--- config.mk ---
export PLATFORM = sky130hd
export DESIGN_NAME = fifo_arbiter_flat
export DESIGN_NICKNAME = d
export VERILOG_FILES = /design/src/rtl/arb_pkg.sv /design/src/rtl/fifo_arbiter_if.sv /design/src/rtl/rr_arbiter.sv /design/src/rtl/fifo_arbiter.sv /design/src/flat_wrapper.sv
export SDC_FILE = /design/constraint.sdc
export NUM_CORES = 1
export LEC_CHECK = 0
export BUFFER_PORTS_ARGS = -buffer_cell sky130_fd_sc_hd__buf_2
export CAP_MARGIN = 25
export CORE_MARGIN = 2
export CORE_UTILIZATION = 47
export CTS_BUF_LIST = sky130_fd_sc_hd__clkbuf_4 sky130_fd_sc_hd__clkbuf_8 sky130_fd_sc_hd__clkbuf_16
export DETAILED_ROUTE_END_ITERATION = 10
export PLACE_DENSITY_LB_ADDON = 0.15
export SLEW_MARGIN = 5
export SYNTH_ARGS = -nofsm -noshare
export SYNTH_HDL_FRONTEND = slang
export SYNTH_HIERARCHICAL = 1
export SYNTH_SLANG_ARGS = --single-unit
--- constraint.sdc ---
create_clock -name clk -period 6.2 [get_ports clk]
set_input_delay 0.31 -clock clk [delete_from_list [all_inputs] [get_ports clk]]
set_output_delay 0.31 -clock clk [all_outputs]
set_load 0.1 [all_outputs]
--- src/rtl/arb_pkg.sv ---
// ---------------------------------------------------------------------------
// arb_pkg
//   Shared definitions for the fifo_arbiter scheduler: default sizing,
//   FSM state encoding and the destination-field helper.
//   No ports.
// ---------------------------------------------------------------------------
package arb_pkg;

    localparam int unsigned ARB_NUM_CH    = 4;
    localparam int unsigned ARB_WORD_SIZE = 6;
    localparam int unsigned ARB_PTR_L     = 3;
    localparam int unsigned ARB_CH_L      = 2;

    // Encodings are visible on the state output and must stay fixed.
    typedef enum logic [2:0] {
        ST_RESET  = 3'd0,
        ST_INIT   = 3'd1,
        ST_IDLE   = 3'd2,
        ST_ACTIVE = 3'd3,
        ST_ERROR  = 3'd4
    } arb_state_t;

    // Destination output FIFO index carried in the top bits of a word.
    function automatic logic [ARB_CH_L-1:0] dest_of(input logic [ARB_WORD_SIZE-1:0] word);
        return word[ARB_WORD_SIZE-1 -: ARB_CH_L];
    endfunction

endpackage

--- src/rtl/fifo_arbiter_if.sv ---
// ---------------------------------------------------------------------------
// fifo_arbiter_if
//   FIFO-side bundle between the scheduler and the input/output FIFOs.
//   in_empty        NUM_CH            empty flags of input FIFOs
//   in_data         NUM_CH*WORD_SIZE  show-ahead head words, ch i at [i*WORD_SIZE +: WORD_SIZE]
//   out_almost_full NUM_CH            almost_full flags of output FIFOs
//   fifo_error      2*NUM_CH          error flags, lower half inputs, upper half outputs
//   in_pop          NUM_CH            one-hot pop to input FIFOs
//   out_push        NUM_CH            one-hot push to output FIFOs
//   out_data        WORD_SIZE         word accompanying out_push
//   full_threshold  PTR_L             almost-full threshold to all FIFOs
//   empty_threshold PTR_L             almost-empty threshold to all FIFOs
//   master: scheduler side; slave: FIFO side.
// ---------------------------------------------------------------------------
interface fifo_arbiter_if
    import arb_pkg::*;
#(
    parameter int unsigned NUM_CH    = ARB_NUM_CH,
    parameter int unsigned WORD_SIZE = ARB_WORD_SIZE,
    parameter int unsigned PTR_L     = ARB_PTR_L
);

    logic [NUM_CH-1:0]           in_empty;
    logic [NUM_CH*WORD_SIZE-1:0] in_data;
    logic [NUM_CH-1:0]           out_almost_full;
    logic [2*NUM_CH-1:0]         fifo_error;
    logic [NUM_CH-1:0]           in_pop;
    logic [NUM_CH-1:0]           out_push;
    logic [WORD_SIZE-1:0]        out_data;
    logic [PTR_L-1:0]            full_threshold;
    logic [PTR_L-1:0]            empty_threshold;

    modport master (
        input  in_empty, in_data, out_almost_full, fifo_error,
        output in_pop, out_push, out_data, full_threshold, empty_threshold
    );

    modport slave (
        output in_empty, in_data, out_almost_full, fifo_error,
        input  in_pop, out_push, out_data, full_threshold, empty_threshold
    );

endinterface

--- src/rtl/rr_arbiter.sv ---
// ---------------------------------------------------------------------------
// rr_arbiter
//   Picks one eligible channel and returns a one-hot grant (combinational).
//   Build option ARB_ROUND_ROBIN_EN:
//     defined   - rotating priority; search starts one past the last popped
//                 channel and wraps; the pointer moves only when advance=1.
//     undefined - fixed priority, lowest eligible index wins; no pointer.
//   clk, reset, advance  (round-robin build only) pointer clock/reset/update
//   eligible  NUM_CH     channels allowed to pop this cycle
//   grant     NUM_CH     one-hot winner, zero when nothing is eligible
// ---------------------------------------------------------------------------
module rr_arbiter
    import arb_pkg::*;
#(
`ifdef ARB_ROUND_ROBIN_EN
    parameter int unsigned CH_L   = ARB_CH_L,
`endif
    parameter int unsigned NUM_CH = ARB_NUM_CH
) (
`ifdef ARB_ROUND_ROBIN_EN
    input  logic              clk,
    input  logic              reset,
    input  logic              advance,
`endif
    input  logic [NUM_CH-1:0] eligible,
    output logic [NUM_CH-1:0] grant
);

    logic found;

`ifdef ARB_ROUND_ROBIN_EN
    // ptr holds the first index to search, i.e. last_grant+1.
    logic [CH_L-1:0] ptr;
    logic [CH_L-1:0] idx;
    logic [CH_L-1:0] grant_idx;

    always_comb begin
        grant     = '0;
        found     = 1'b0;
        idx       = '0;
        grant_idx = '0;
        for (int unsigned k = 0; k < NUM_CH; k++) begin
            idx = ptr + CH_L'(k);
            if (!found && eligible[idx]) begin
                grant[idx] = 1'b1;
                grant_idx  = idx;
                found      = 1'b1;
            end
        end
    end

    always_ff @(posedge clk) begin
        if (reset) begin
            ptr <= '0;
        end else if (advance) begin
            ptr <= grant_idx + CH_L'(1);
        end
    end
`else
    always_comb begin
        grant = '0;
        found = 1'b0;
        for (int unsigned i = 0; i < NUM_CH; i++) begin
            if (!found && eligible[i]) begin
                grant[i] = 1'b1;
                found    = 1'b1;
            end
        end
    end
`endif

endmodule

--- src/rtl/fifo_arbiter.sv ---
// ---------------------------------------------------------------------------
// fifo_arbiter
//   Scheduler between NUM_CH input FIFOs and NUM_CH output FIFOs. Pops one
//   word per cycle from a granted input FIFO and pushes it, one cycle later,
//   to the output FIFO named by the word's destination field. Also loads and
//   distributes the almost-full/almost-empty thresholds.
//   Build option ARB_ROUND_ROBIN_EN selects round-robin grant (else fixed).
//   clk, reset        clock, synchronous active-high reset
//   init              request threshold (re)configuration
//   full_th_in        almost-full threshold to load
//   empty_th_in       almost-empty threshold to load
//   bus (master)      FIFO flags/data in; pop/push/data/thresholds out
//   state             FSM state encoding (RESET=0 .. ERROR=4)
//   idle              high in IDLE with every input FIFO empty
// ---------------------------------------------------------------------------
module fifo_arbiter
    import arb_pkg::*;
#(
    parameter int unsigned NUM_CH    = ARB_NUM_CH,
    parameter int unsigned WORD_SIZE = ARB_WORD_SIZE,
    parameter int unsigned PTR_L     = ARB_PTR_L,
    parameter int unsigned CH_L      = ARB_CH_L
) (
    input  logic             clk,
    input  logic             reset,
    input  logic             init,
    input  logic [PTR_L-1:0] full_th_in,
    input  logic [PTR_L-1:0] empty_th_in,
    fifo_arbiter_if.master   bus,
    output logic [2:0]       state,
    output logic             idle
);

    arb_state_t           state_q, state_d;
    logic [NUM_CH-1:0]    eligible;
    logic [NUM_CH-1:0]    grant;
    logic [NUM_CH-1:0]    pop;
    logic                 pop_any;
    logic                 any_error;
    logic                 all_empty;
    logic [WORD_SIZE-1:0] head [NUM_CH];
    logic [CH_L-1:0]      dest [NUM_CH];

    logic [NUM_CH-1:0]    push_q;
    logic [WORD_SIZE-1:0] data_q;
    logic [PTR_L-1:0]     full_th_q;
    logic [PTR_L-1:0]     empty_th_q;

    assign any_error = |bus.fifo_error;
    assign all_empty = &bus.in_empty;

    // A channel may pop only if its target output FIFO can still take the word.
    always_comb begin
        eligible = '0;
        for (int unsigned i = 0; i < NUM_CH; i++) begin
            head[i]     = bus.in_data[i*WORD_SIZE +: WORD_SIZE];
            dest[i]     = dest_of(head[i]);
            eligible[i] = !bus.in_empty[i] && !bus.out_almost_full[dest[i]];
        end
    end

    rr_arbiter #(
`ifdef ARB_ROUND_ROBIN_EN
        .CH_L    (CH_L),
`endif
        .NUM_CH  (NUM_CH)
    ) u_arb (
`ifdef ARB_ROUND_ROBIN_EN
        .clk     (clk),
        .reset   (reset),
        .advance (pop_any),
`endif
        .eligible(eligible),
        .grant   (grant)
    );

    // Pops are also withheld on an error cycle so nothing is pushed once ERROR is entered.
    assign pop     = (state_q == ST_ACTIVE && !any_error && !reset) ? grant : '0;
    assign pop_any = |pop;

    always_ff @(posedge clk) begin
        if (reset) begin
            state_q <= ST_RESET;
        end else begin
            state_q <= state_d;
        end
    end

    always_comb begin
        state_d = state_q;
        case (state_q)
            ST_RESET:  state_d = ST_INIT;
            ST_INIT:   if (!init) state_d = ST_IDLE;
            ST_IDLE: begin
                if (init) begin
                    state_d = ST_INIT;
                end else if (!all_empty) begin
                    state_d = ST_ACTIVE;
                end
            end
            ST_ACTIVE: if (all_empty && !pop_any) state_d = ST_IDLE;
            ST_ERROR:  state_d = ST_ERROR;
            default:   state_d = ST_RESET;
        endcase
        if (state_q != ST_RESET && any_error) begin
            state_d = ST_ERROR;
        end
    end

    // Push/data pipeline stage and threshold registers.
    always_ff @(posedge clk) begin
        if (reset) begin
            push_q     <= '0;
            data_q     <= '0;
            full_th_q  <= '0;
            empty_th_q <= '0;
        end else begin
            push_q <= '0;
            for (int unsigned i = 0; i < NUM_CH; i++) begin
                if (pop[i]) begin
                    push_q[dest[i]] <= 1'b1;
                    data_q          <= head[i];
                end
            end
            if (state_q == ST_INIT) begin
                full_th_q  <= full_th_in;
                empty_th_q <= empty_th_in;
            end
        end
    end

    assign bus.in_pop          = pop;
    assign bus.out_push        = push_q;
    assign bus.out_data        = data_q;
    assign bus.full_threshold  = full_th_q;
    assign bus.empty_threshold = empty_th_q;
    assign state               = state_q;
    assign idle                = (state_q == ST_IDLE) && all_empty;

endmodule
--- src/flat_wrapper.sv ---
// flat-port wrapper written by rule: the top's interface ports become plain ports
module fifo_arbiter_flat import arb_pkg::*;
#(
    parameter int unsigned NUM_CH    = ARB_NUM_CH,
    parameter int unsigned WORD_SIZE = ARB_WORD_SIZE,
    parameter int unsigned PTR_L     = ARB_PTR_L,
    parameter int unsigned CH_L      = ARB_CH_L
)
  (clk, reset, init, full_th_in, empty_th_in, state, idle, bus_in_empty, bus_in_data, bus_out_almost_full, bus_fifo_error, bus_in_pop, bus_out_push, bus_out_data, bus_full_threshold, bus_empty_threshold);
  fifo_arbiter_if #(.NUM_CH(NUM_CH), .WORD_SIZE(WORD_SIZE), .PTR_L(PTR_L)) bus_i ();
  input  logic clk;
  input  logic reset;
  input  logic init;
  input  logic [PTR_L-1:0] full_th_in;
  input  logic [PTR_L-1:0] empty_th_in;
  output logic [2:0] state;
  output logic idle;
  input wire logic [$bits(bus_i.in_empty)-1:0] bus_in_empty;
  input wire logic [$bits(bus_i.in_data)-1:0] bus_in_data;
  input wire logic [$bits(bus_i.out_almost_full)-1:0] bus_out_almost_full;
  input wire logic [$bits(bus_i.fifo_error)-1:0] bus_fifo_error;
  output wire logic [$bits(bus_i.in_pop)-1:0] bus_in_pop;
  output wire logic [$bits(bus_i.out_push)-1:0] bus_out_push;
  output wire logic [$bits(bus_i.out_data)-1:0] bus_out_data;
  output wire logic [$bits(bus_i.full_threshold)-1:0] bus_full_threshold;
  output wire logic [$bits(bus_i.empty_threshold)-1:0] bus_empty_threshold;
  assign bus_i.in_empty = bus_in_empty;
  assign bus_i.in_data = bus_in_data;
  assign bus_i.out_almost_full = bus_out_almost_full;
  assign bus_i.fifo_error = bus_fifo_error;
  assign bus_in_pop = bus_i.in_pop;
  assign bus_out_push = bus_i.out_push;
  assign bus_out_data = bus_i.out_data;
  assign bus_full_threshold = bus_i.full_threshold;
  assign bus_empty_threshold = bus_i.empty_threshold;
  fifo_arbiter #(.NUM_CH(NUM_CH), .WORD_SIZE(WORD_SIZE), .PTR_L(PTR_L), .CH_L(CH_L)) u_core (.clk(clk), .reset(reset), .init(init), .full_th_in(full_th_in), .empty_th_in(empty_th_in), .bus(bus_i), .state(state), .idle(idle));
endmodule
==> results.py, run 1 <==
metrics = {
    "synthesis": {
        "postSynthAreaPerCell_um2": 8.92,
        "synth_nets": 192,
        "synthDistinctLibCells": 39,
        "post_synthesis_async_set_or_reset_flop_share_pct": 0,
        "synth_seq_cells": 19,
        "synth.top_cell.area_share_pct": 29.8,
        "synth_top_area_cell": "dfxtp_1",
        "synth_enable_flop_cells": 0,
        "yosysWarningCount": 6,
        "post_synth_most_frequent_cells": "19 x dfxtp_1, 16 x nor2_1, 8 x nand2_1, 8 x nor3b_1, 7 x o21ai_0",
        "syn-cell-area_mm2": 0.00128,
        "dominantRegCellSynth": "dfxtp_1",
        "synth.yosys.seq_area_share_pct": 29.8,
        "post-synth-top-count-cell": "dfxtp_1",
        "synth_area_leaders": "dfxtp_1 30%, mux4_2 7.1%, mux2i_1 4.7%, nor2_1 4.7%, nor3b_1 4.7%",
        "synthCells": 143,
    },
    "global_routing": {
        "first_global_vias": 1325,
        "gr-usage-all-layers_pct": 22.0,
        "grt_first_pass_wirelength_um": 5720,
        "grt-ovfl-total": 0,
        "grt_antenna_before_repair": 0,
        "maximum_number_of_pins_on_one_net_before_global_route_repair": 18,
    },
    "placement": {
        "routabilityCongestion": 0.961,
        "place.detailed.instances": 239,
        "hpwlAfterDp_um": 2680,
        "buffer_ports.inserted": 72,
        "post_detailed_placement_cell_area_mm2": 0.00165,
        "dpl_worst_slack_ns": 3.03,
    },
    "die": {
        "placeableCoreArea_mm2": 0.00252,
        "std_cell_rows": 18,
        "die_width_um": 56.1,
        "chipHeight_um": 56.1,
        "initial_core_util_pct": 50.6,
        "ioPinCount": 73,
        "fp.dieArea_mm2": 0.00315,
    },
    "timing": {
        "setup_repair_after_global_routing_missed_its_margin": "no",
        "fin_hold_ws_ns": 0.238,
        "min_period_ns": 2.91,
        "timing.final.hold_violations": 0,
        "finalClockSkew_ns": 0.0126,
        "report.final.slew_viol_count": 0,
        "setup_slack_ns": 3.29,
        "finalCritPeriodShare_pct": 46.9,
        "setup_total_negative_slack_ns": 0,
        "worst_pin_slew_ns": 0.876,
        "tightest_slew_margin_relative_to_the_limit_pct": 41.2,
        "finalSetupViolCount": 0,
        "max_freq_mhz": 344,
    },
    "flow_run": {
        "cap_violations": 0,
    },
    "critical_path": {
        "worst-path-buf-inv": 1,
        "timing_worst_setup_path_type": "in2reg",
        "crit_arrival_ns": 3.12,
        "timing.critical_path.from_type": "input port",
        "critPathTopFamily": "simple AND/OR/NAND/NOR gates",
        "cpPeakStageDelay_ns": 0.72,
        "crit_chain": "buf_2, mux4_2, nor2_1, nor2b_1, or4_1, nor4b_4, a311oi_1",
        "crit_path_max_fanout": 15,
        "worst_setup_path_end_kind": "flop",
        "slowest_stage": "or4_1",
        "worstPathRequired_ns": 6.41,
    },
    "route": {
        "drc": 0,
        "drt-total-wl_um": 3380,
        "maxUsedRoutingLayer": "met4",
        "final_antenna_net_count": 0,
        "m1WireLength_um": 1350,
        "dr_wl_met2_um": 1720,
        "detailroute.wirelength.met3_um": 262,
        "detailedRoute.firstIterationViolations": 27,
        "routed_via_density": 5.77,
        "vias_after_detailed_routing": 1401,
        "drt-pass1-iter-count": 4,
        "wl_per_cell_um": 13.9,
    },
    "layout": {
        "layout-drive-gt1-share_pct": 45.5,
        "area.growth.synth_to_final_pct": 31.5,
        "nNetsFinal": 263,
        "finalNonFillerCells": 243,
        "antennaDiodeCount": 0,
        "postLayoutCoreUtil_pct": 66.5,
        "final_cell_area_mm2": 0.00168,
    },
    "pwr": {
        "leakagePower_nw": 0.748,
        "finalPower_uw": 415,
        "max-vdd-ir-drop_uv": 294,
        "pwr_density_cell_mw_per_mm2": 247,
    },
    "clock_tree": {
        "cts_setup_buffers": 0,
        "tritoncts_num_sinks": 19,
        "cts_htree_levels": 1,
        "cts_tree": "built",
        "ctsHoldBuffers": 0,
        "cts-resized-gates": 0,
        "total_clock_buffers_created_by_cts": 3,
        "clockRootBuffer": "clkbuf_4",
        "clock_path_buffers": 2,
        "path_clk_slew_ns": 0.12,
        "clk-insertion-delay-late_ns": 0.30,
    },
    "status": {
        "outcome": "completed",
    },
    "worst_hold_path": {
        "holdCritPathClass": "in2reg",
    },
}
==> per-layer routing <==
layer  track usage [%]  vias up
li1                  -      678
met1              25.2      648
met2              40.2       67
met3              5.58        8
met4              6.12        0
met5                 0        -
==> cells in the final DEF (no fill, tap or decap), types with 3 or more instances in the layout <==
cell and n:
buf_2 72, inv_1 6, a211oi_2 3, mux2i_1 6, nand2_1 8, o21ai_0 7
mux4_2 4, dfxtp_1 19, a2111oi_0 4, and2_2 3, nor2_1 16, a21oi_1 4
nand3b_1 3, nor3_1 6, clkbuf_4 3, nand3_1 4, nor3b_1 8, nor2b_1 6
a221oi_1 4
==> worst register-to-register path, stage by stage, from the launching register on <==
cell and delay (ns):
dfxtp_1 0.48, nand3b_1 0.24, nor4_4 0.71, a21oi_1 0.17
a211oi_2 0.24
==> report_power, final <==
| group | total, mW | internal [mW] | switching (mW) |
|---|---|---|---|
| registers | 0.147 | 0.135 | 0.0129 |
| clock network | 0.0630 | 0.0245 | 0.0385 |
| logic | 0.204 | 0.0586 | 0.146 |
| total | 0.415 | 0.218 | 0.197 |
==> sequential cells by signal (all words and copies together), names as in the netlist <==
register and flops:
u_core/bus.empty_threshold 3, u_core/bus.full_threshold 3, u_core/bus.out_data 6, u_core/bus.out_push 4
u_core/state 3
==> area by class of cell <==
| cell class | count | area, um2 |
|---|---|---|
| well taps | 30 | 37.5 |
| flip-flops and latches | 19 | 380 |
| clock inverters | 1 | 7.51 |
| clock buffers | 3 | 22.5 |
| fillers | 238 | 845 |
| inverters | 6 | 22.5 |
| multi-input cells | 110 | 832 |
| repair buffers | 74 | 375 |
==> logic make-up after synthesis <==
kind of cell / after synthesis / share of synthesized area [%]
AO/OA/AOI/OAI: 32 / 19.4
multiplexers: 11 / 12.6
buffers and inverters: 14 / 5.00
AND/OR/NAND/NOR: 67 / 33.1
flip-flops: 19 / 29.8
==> final timing paths <==
path | start | to | slack (ns) | depth (start not counted)
worst min-delay path | full_th_in[1] | u_core/bus.full_threshold[1] | 0.24 | 3
worst min register to register | u_core/bus.full_threshold[2] | u_core/bus.full_threshold[2] | 0.50 | 2
worst max-delay path | bus_in_data[4] | u_core/bus.out_data[5] | 3.29 | 7
worst max register to register | u_core/state[1] | u_core/bus.out_data[3] | 4.29 | 4
Note: power is estimated with default switching activity, not from simulation.
==> run 2, diff against run 1 <==
--- a/config.mk
+++ b/config.mk
@@ -8,7 +8,7 @@
 export BUFFER_PORTS_ARGS = -buffer_cell sky130_fd_sc_hd__buf_2
 export CAP_MARGIN = 25
 export CORE_MARGIN = 2
-export CORE_UTILIZATION = 47
+export CORE_UTILIZATION = 39
 export CTS_BUF_LIST = sky130_fd_sc_hd__clkbuf_4 sky130_fd_sc_hd__clkbuf_8 sky130_fd_sc_hd__clkbuf_16
 export DETAILED_ROUTE_END_ITERATION = 10
 export PLACE_DENSITY_LB_ADDON = 0.15
==> constraint.sdc (replaced) <==
create_clock -name clk -period 2.5 [get_ports clk]
set_input_delay 0.125 -clock clk [delete_from_list [all_inputs] [get_ports clk]]
set_output_delay 0.125 -clock clk [all_outputs]
set_load 0.1 [all_outputs]
==> results.py, run 2 (synthesized netlist as in run 1, its figures left out) <==
metrics = {
    "status": {
        "outcome": "completed",
    },
    "timing": {
        "max_freq_mhz": 497,
        "report.final.slew_viol_count": 0,
        "tightest_slew_margin_relative_to_the_limit_pct": 60.4,
        "setup_repair_after_global_routing_missed_its_margin": "no",
        "finalSetupViolCount": 0,
        "setup_slack_ns": 0.487,
        "timing.final.hold_violations": 0,
        "min_period_ns": 2.01,
        "setup_total_negative_slack_ns": 0,
        "finalCritPeriodShare_pct": 80.5,
        "fin_hold_ws_ns": 0.0807,
        "worst_pin_slew_ns": 0.591,
        "finalClockSkew_ns": 0.00440,
    },
    "layout": {
        "n_fill_cell": 299,
        "antennaDiodeCount": 0,
        "postLayoutCoreUtil_pct": 58.3,
        "layout-drive-gt1-share_pct": 48.1,
        "flip_flop_count_of_the_largest_register_all_copies_and_words_added": 6,
        "area.growth.synth_to_final_pct": 40.5,
        "mostFrequentLayoutCell": "buf_2",
        "most-common-layout-cells": "68 x buf_2, 17 x dfxtp_1, 16 x nor2_1",
        "nNetsFinal": 266,
    },
    "critical_path": {
        "r2r_end": "u_core/bus.out_data[1]",
        "critPathMostFrequentCell": "nor2_1",
        "r2r.worst_path.cells": 5,
        "slowest_stage": "or4_1",
        "timing.critical_path.from_type": "input port",
        "worst-r2r-setup-slack_ns": 1.00,
        "cpPeakStageDelay_ns": 0.64,
        "worstPathRequired_ns": 2.68,
        "crit_path_max_fanout": 6,
        "timing_worst_setup_path_type": "in2reg",
        "crit_arrival_ns": 2.19,
        "crit_chain": "buf_2, mux4_2, nor2_1, nor2b_1, or4_1, nor4b_4, nor2_1, nor3_1",
        "crit-reg2reg-launch": "u_core/state[2]",
        "worst_setup_path_end_kind": "flop",
    },
    "clock_tree": {
        "tritoncts_num_sinks": 19,
        "clockRootBuffer": "clkbuf_4",
        "clk-insertion-delay-late_ns": 0.28,
        "clock_path_buffers": 2,
        "ctsHoldBuffers": 0,
        "cts_htree_levels": 1,
        "total_clock_buffers_created_by_cts": 3,
        "cts_tree": "built",
        "cts-resized-gates": 0,
        "cts_setup_buffers": 0,
        "path_clk_slew_ns": 0.10,
    },
    "die": {
        "ioPinCount": 73,
        "std_cell_rows": 20,
        "fp.dieArea_mm2": 0.00375,
        "die_width_um": 61.2,
        "chipHeight_um": 61.2,
        "initial_core_util_pct": 41.5,
        "placeableCoreArea_mm2": 0.00308,
    },
    "worst_hold_path": {
        "hold-path-cell-count": 3,
        "timing.hold.worst.start": "empty_th_in[2]",
        "holdCritPathClass": "in2reg",
        "min_to": "u_core/bus.empty_threshold[2]",
    },
    "route": {
        "drc": 0,
        "final_antenna_net_count": 0,
        "routed_via_density": 5.32,
        "wl_per_cell_um": 13.2,
        "vias_after_detailed_routing": 1384,
        "drt-total-wl_um": 3440,
        "drt-pass1-iter-count": 4,
        "detailedRoute.firstIterationViolations": 44,
    },
    "global_routing": {
        "gr-usage-all-layers_pct": 18.4,
        "top_usage_layer": "met2",
        "maximum_number_of_pins_on_one_net_before_global_route_repair": 18,
        "grt-ovfl-total": 0,
        "grt_util_met1_pct": 20.8,
        "grt_antenna_before_repair": 0,
        "grt_first_pass_wirelength_um": 5290,
        "gr-usage-met3_pct": 3.78,
        "first_global_vias": 1325,
        "grtUsageMet2_pct": 35.6,
    },
    "placement": {
        "routabilityCongestion": 0.941,
        "hpwlAfterDp_um": 2720,
        "dpl_worst_slack_ns": 0.180,
        "buffer_ports.inserted": 72,
    },
    "pwr": {
        "pwr_density_cell_mw_per_mm2": 580,
        "leakagePower_nw": 0.783,
        "max-vdd-ir-drop_uv": 523,
    },
    "flow_run": {
        "cap_violations": 0,
    },
}
-- run 2: metrics by stage --
stage | instance area [um2] | total power, mW | cells
floorplan | 1290 | 0.773 | 143
global placement | 1760 | 0.881 | 256
detailed placement | 1760 | 0.890 | 256
CTS | 1790 | 1.05 | 260
global route | 1790 | 1.10 | 260
finish | 1790 | 1.04 | 260
-- run 2: per-layer routing --
metal / vias up / part of all wire (%)
li1: 685 / -
met1: 657 / 42
met2: 42 / 52
met3: 0 / 5.9
met4: 0 / 0
met5: - / 0
-- run 2: worst max path at each step --
stage / from / to / cells past startpoint
3_5_place_dp: bus_in_data[4] / u_core/bus.out_data[5] / 8
6_report: bus_in_data[4] / u_core/state[0] / 8
4_1_cts: bus_in_data[4] / u_core/state[0] / 8
3_3_place_gp: bus_in_data[4] / u_core/state[0] / 8
2_1_floorplan: u_core/state[1] / bus_in_pop[1] / 5
5_1_grt: bus_in_data[4] / u_core/bus.out_data[0] / 8
-- run 2: area by class of cell --
class	count	area (um2)	share of cell area, %
multi-input cells	110	845	47.1
well taps	44	55.1	3.07
clock buffers	4	30.0	1.67
flip-flops and latches	19	383	21.4
repair buffers	77	458	25.5
inverters	6	22.5	1.26
-- run 2: critical path, delay by kind of cell --
kind | cells | cell delay [ns]
multiplexers | 1 | 0.50
AND/OR/NAND/NOR | 6 | 1.41
buffers and inverters | 1 | 0.15
-- run 2: power by group --
part	internal, mW	switching [mW]
Combinational	0.148	0.363
Clock	0.0728	0.0844
Sequential	0.335	0.0360
